$ cat src/rtl/calc_sequencer.sv
// calc_sequencer: command-stream FSM sequencing the arithmetic unit loads, settle wait and result handshake
module calc_sequencer #(
    parameter int N             = 32,
    parameter int SETTLE_CYCLES = 4,
    parameter int CW            = 8
) (
    input  logic         clk_i,
    input  logic         rst_i,
    input  logic         cmd_valid_i,
    output logic         cmd_ready_o,
    input  logic [1:0]   cmd_type_i,
    input  logic [N-1:0] cmd_data_i,
    output logic [N-1:0] au_in_o,
    output logic         au_loadA_o,
    output logic         au_loadB_o,
    output logic         au_loadR_o,
    output logic [2:0]   au_op_o,
    output logic         au_reset_o,
    input  logic [N-1:0] au_result_i,
    output logic [N-1:0] res_data_o,
    output logic         res_valid_o,
    input  logic         res_ready_i,
    output logic         busy_o,
    output logic         err_o
);
    typedef enum logic [3:0] {
        IDLE_A, LOADA, WAIT_OP, WAIT_B, LOADB, SETTLE, CAPTURE, PRESENT, CHAIN, CLEAR
    } state_t;
    localparam logic [1:0] T_OPND = 2'b00, T_OPER = 2'b01, T_CLR = 2'b10;
    state_t         state_q, state_d;
    logic [CW-1:0]  cnt_q, cnt_d;
    logic [N-1:0]   au_in_q, au_in_d, res_data_q, res_data_d;
    logic [2:0]     au_op_q, au_op_d;
    logic           err_q, err_d, acc;
    logic           ready_q, load_a_q, load_b_q, load_r_q, au_reset_q, res_valid_q, busy_q;
    // next state and next datapath-facing register values; strobes decode the next state so they leave flops
    always_comb begin
        state_d    = state_q;
        cnt_d      = cnt_q;
        au_in_d    = au_in_q;
        au_op_d    = au_op_q;
        res_data_d = res_data_q;
        err_d      = 1'b0;
        acc        = cmd_valid_i & ready_q;
        case (state_q)
            IDLE_A: if (acc) begin
                if (cmd_type_i == T_OPND) begin
                    au_in_d = cmd_data_i;
                    state_d = LOADA;
                end else if (cmd_type_i == T_CLR) state_d = CLEAR;
                else err_d = 1'b1;
            end
            LOADA: state_d = WAIT_OP;
            WAIT_OP: if (acc) begin
                if (cmd_type_i == T_OPND) begin
                    au_in_d = cmd_data_i;
                    state_d = LOADA;
                end else if (cmd_type_i == T_OPER) begin
                    au_op_d = cmd_data_i[2:0];
                    state_d = WAIT_B;
                end else if (cmd_type_i == T_CLR) state_d = CLEAR;
                else err_d = 1'b1;
            end
            WAIT_B: if (acc) begin
                if (cmd_type_i == T_OPND) begin
                    au_in_d = cmd_data_i;
                    state_d = LOADB;
                end else if (cmd_type_i == T_OPER) au_op_d = cmd_data_i[2:0];
                else if (cmd_type_i == T_CLR) state_d = CLEAR;
                else err_d = 1'b1;
            end
            LOADB: begin
                cnt_d   = CW'(SETTLE_CYCLES - 1);
                state_d = SETTLE;
            end
            SETTLE: begin
                cnt_d   = cnt_q - 1'b1;
                state_d = (cnt_q == '0) ? CAPTURE : SETTLE;
            end
            CAPTURE: begin
                res_data_d = au_result_i;
                state_d    = PRESENT;
            end
            PRESENT: if (res_ready_i) begin
                au_in_d = res_data_q;
                state_d = CHAIN;
            end
            CHAIN: state_d = WAIT_OP;
            CLEAR: state_d = IDLE_A;
            default: state_d = IDLE_A;
        endcase
        au_op_d    = (state_d == CLEAR) ? 3'd0 : au_op_d;
        res_data_d = (state_d == CLEAR) ? '0 : res_data_d;
    end
    // state, datapath registers and registered output strobes
    always_ff @(posedge clk_i or posedge rst_i) begin
        if (rst_i) begin
            state_q     <= IDLE_A;
            cnt_q       <= '0;
            au_in_q     <= '0;
            au_op_q     <= '0;
            res_data_q  <= '0;
            err_q       <= 1'b0;
            ready_q     <= 1'b0;
            load_a_q    <= 1'b0;
            load_b_q    <= 1'b0;
            load_r_q    <= 1'b0;
            au_reset_q  <= 1'b1;
            res_valid_q <= 1'b0;
            busy_q      <= 1'b0;
        end else begin
            state_q     <= state_d;
            cnt_q       <= cnt_d;
            au_in_q     <= au_in_d;
            au_op_q     <= au_op_d;
            res_data_q  <= res_data_d;
            err_q       <= err_d;
            ready_q     <= state_d inside {IDLE_A, WAIT_OP, WAIT_B};
            load_a_q    <= state_d inside {LOADA, CHAIN};
            load_b_q    <= state_d == LOADB;
            load_r_q    <= state_d == CAPTURE;
            au_reset_q  <= state_d == CLEAR;
            res_valid_q <= state_d == PRESENT;
            busy_q      <= state_d inside {LOADB, SETTLE, CAPTURE, PRESENT, CHAIN};
        end
    end
    assign cmd_ready_o = ready_q;
    assign au_in_o     = au_in_q;
    assign au_loadA_o  = load_a_q;
    assign au_loadB_o  = load_b_q;
    assign au_loadR_o  = load_r_q;
    assign au_op_o     = au_op_q;
    assign au_reset_o  = au_reset_q;
    assign res_data_o  = res_data_q;
    assign res_valid_o = res_valid_q;
    assign busy_o      = busy_q;
    assign err_o       = err_q;
endmodule

$ cat config.mk
export PLATFORM = sky130hd
export DESIGN_NAME = calc_sequencer
export DESIGN_NICKNAME = d
export VERILOG_FILES = /design/src/rtl/calc_sequencer.sv
export SDC_FILE = /design/constraint.sdc
export NUM_CORES = 1
export LEC_CHECK = 0
export BUFFER_PORTS_ARGS = -buffer_cell sky130_fd_sc_hd__buf_4
export CORE_MARGIN = 8
export CORE_UTILIZATION = 50
export CTS_CLUSTER_SIZE = 25
export DETAILED_ROUTE_END_ITERATION = 12
export PLACE_DENSITY = 0.8
export SETUP_SLACK_MARGIN = 0.4
export SLEW_MARGIN = 10
export SYNTH_ARGS = -nofsm -noshare
export SYNTH_HDL_FRONTEND = slang
export SYNTH_SLANG_ARGS = --single-unit
$ cat constraint.sdc
create_clock -name clk_i -period 6.7 [get_ports clk_i]
set_input_delay 0.67 -clock clk_i [delete_from_list [all_inputs] [get_ports clk_i]]
set_output_delay 0.67 -clock clk_i [all_outputs]
set_load 0.05 [all_outputs]
==> results.json <==
{
  "wl_mm": 10.97,
  "synth_flop_cell": "dfrtp_1",
  "synth_common_cells": "dfrtp_1, nand2_1, a21oi_1, mux2_2, mux2_4",
  "drv_slew": 0,
  "cp.required_ps": 6930,
  "syn_area_um2": 4208,
  "numCtsBuffers": 9,
  "cp_slowest_cell": "nand3_2",
  "io_buffers": 144,
  "drt_iter0_markers": 121,
  "fin_ws_ps": 4204,
  "rsz0062_at_grt": "no",
  "io_pins": 145,
  "cts.htree.levels": 3,
  "routedWlPerCell_um": 17.89,
  "dr_total_vias": 3240,
  "status": "completed",
  "setup_violations": 0,
  "cts_tree": "done",
  "post-place-ws_ps": 4163,
  "max_freq_ghz": 0.4006,
  "die_h_um": 107.7,
  "synth_cell_type_count": 47,
  "clockBufferDepth": 2,
  "rows": 33,
  "n_antenna_cell": 0,
  "detailedPlacementHpwl_mm": 7.788,
  "hold_viol_final": 0,
  "timing.max_cap.violations": 0,
  "fin_crit_sh_pct": 37.26,
  "slowest_delay_ps": 710,
  "antenna_found_initial": 0,
  "cts-resized-gates": 0,
  "area_growth_pct": 31.52,
  "synth-seq-cells": 87,
  "nFillCells": 626,
  "critPathKind": "register to register",
  "avgSynthCellArea_um2": 11.50,
  "track_usage_pct": 18.70,
  "overflow": 0,
  "netlist_top_cells_area": "dfrtp_1, mux2_4, mux2_2",
  "gpl.final_weighted_congestion": 0.8438,
  "root_buffer": "clkbuf_8",
  "slew_headroom_pct": 21.07,
  "clock_latency_ps": 340,
  "grt_pass1_wl_mm": 17.48,
  "netlist.area_leader.share_pct": 51.14,
  "die_w_um": 107.7,
  "start_kind": "register",
  "synth_warnings": 0,
  "multi_input_area_um2": 1854,
  "cp-end-kind": "register",
  "routed_via_density": 5.285,
  "async_reset_ff_share_pct": 100.0,
  "seqCellArea_um2": 2178,
  "firstDrtPassIters": 4,
  "worstPathArrival_ps": 2730,
  "finalSetupTns_ps": 0,
  "syn-instance-count": 366,
  "layout.nets": 577,
  "crit_fanout": 32,
  "fin_crit_ps": 2496,
  "tightestPinTransition_ps": 1181,
  "drcViolationCount": 0,
  "start_util_pct": 51.47,
  "yosysSeqAreaShare_pct": 51.77,
  "yosysTopAreaCell": "dfrtp_1",
  "hp-class": "input pin to async pin",
  "design_power_total_mw": 2.907,
  "cts.sink_count": 87,
  "core_area_um2": 8175,
  "path_clk_slew_ps": 90,
  "p_per_area_nw_per_um2": 525.4,
  "path_cells": "and2b_1 > nand3_2 > mux2_2 > mux2_4",
  "grt_max_degree": 88,
  "fin_skew_ps": 12.84,
  "ir_worst_vdd_uv": 282.7,
  "final_layout_size_suffix_gt1_share_pct": 46.85,
  "p_leak_nw": 2.700,
  "die_area_um2": 11610,
  "synth-edff-count": 0,
  "synth_most_common_cell": "dfrtp_1",
  "grt_pass1_vias": 3417,
  "cts_hold_repair.buffers": 0,
  "drtAntennaViolNets": 0,
  "cts_setup_buffers": 0,
  "syn_nets": 438
}
-- worst paths after layout --
check,from,endpoint,slack [ps],cells past startpoint
setup / recovery,state_q[2],au_in_o[24],4200,4
hold / removal,rst_i,res_data_o[5],380,3
setup reg to reg,state_q[2],au_in_o[24],4200,4
hold reg to reg,au_in_o[22],au_in_o[22],520,1
max in group asynchronous,rst_i,au_loadA_o,5690,4
min in group clk_i,au_in_o[22],au_in_o[22],520,1
-- critical path: cells and delay by family (launching register included) --
family | cells | cell delay [ps]
mux | 2 | 830
simple gates | 2 | 960
flops | 1 | 600
-- power breakdown --
| group | internal [mW] | total, mW | switching (mW) |
|---|---|---|---|
| clock | 0.206 | 0.384 | 0.178 |
| combinational | 0.562 | 1.59 | 1.03 |
| sequential | 0.747 | 0.932 | 0.185 |
-- stage by stage --
stage	cell area [um2]	instances	hold WS, ps	util (%)
final	5534	613	380.0	67.69
after global routing	5534	613	395.7	67.69
after CTS	5507	612	521.7	67.36
after detailed placement	5306	598	496.2	64.91
after global placement	5306	598	481.0	64.91
after floorplan	4208	366	460.2	-
-- registers in the layout, summed over array words and instances, names as in the netlist --
name / count
au_in_o: 32
au_loadA_o: 1
au_loadB_o: 1
au_loadR_o: 1
au_op_o: 3
au_reset_o: 1
busy_o: 1
cmd_ready_o: 1
cnt_q: 8
err_o: 1
res_data_o: 32
res_valid_o: 1
state_q: 4
-- cells by family after synthesis --
group           count (synthesis)  synth area share, %
compound gates                 65                8.951
fa+ha+maj                       2               0.5946
simple gates                  113                13.00
flops                          87                51.77
buf+inv                        29                4.163
xor+xnor                        1               0.2082
mux                            69                21.32
-- area by class of cell --
class	instances	share of cell area (%)
sequential	87	39.36
multi-input combinational	250	33.51
timing repair buffer	149	20.57
tap	105	2.374
clock buffer	10	2.306
clock inverter	4	1.311
inverter	8	0.5652
-- placed cells by master (no fill, tap or decap), drive strengths merged, types with 2 or more instances in the layout --
cell type,n
and4,2
bufinv,2
inv,7
o21a,3
o21ai,10
o31ai,3
ha,2
mux2i,4
and4bb,2
and3b,2
buf,149
o22ai,2
nand2,71
nor2,13
clkinv,2
dfrtp,86
nand2b,4
and2,2
clkbuf,10
and4b,2
a21oi,40
nand3,6
mux2,65
-- metal layers --
metal / up-vias / GRT usage (%) / routed length [um]
met4: 0 / 4.955 / 103
met2: 110 / 30.79 / 5400
met5: - / 0 / 0
met1: 1584 / 23.49 / 4607
li1: 1538 / - / -
met3: 8 / 5.329 / 857
No activity file was read; power rests on OpenSTA's default activity.
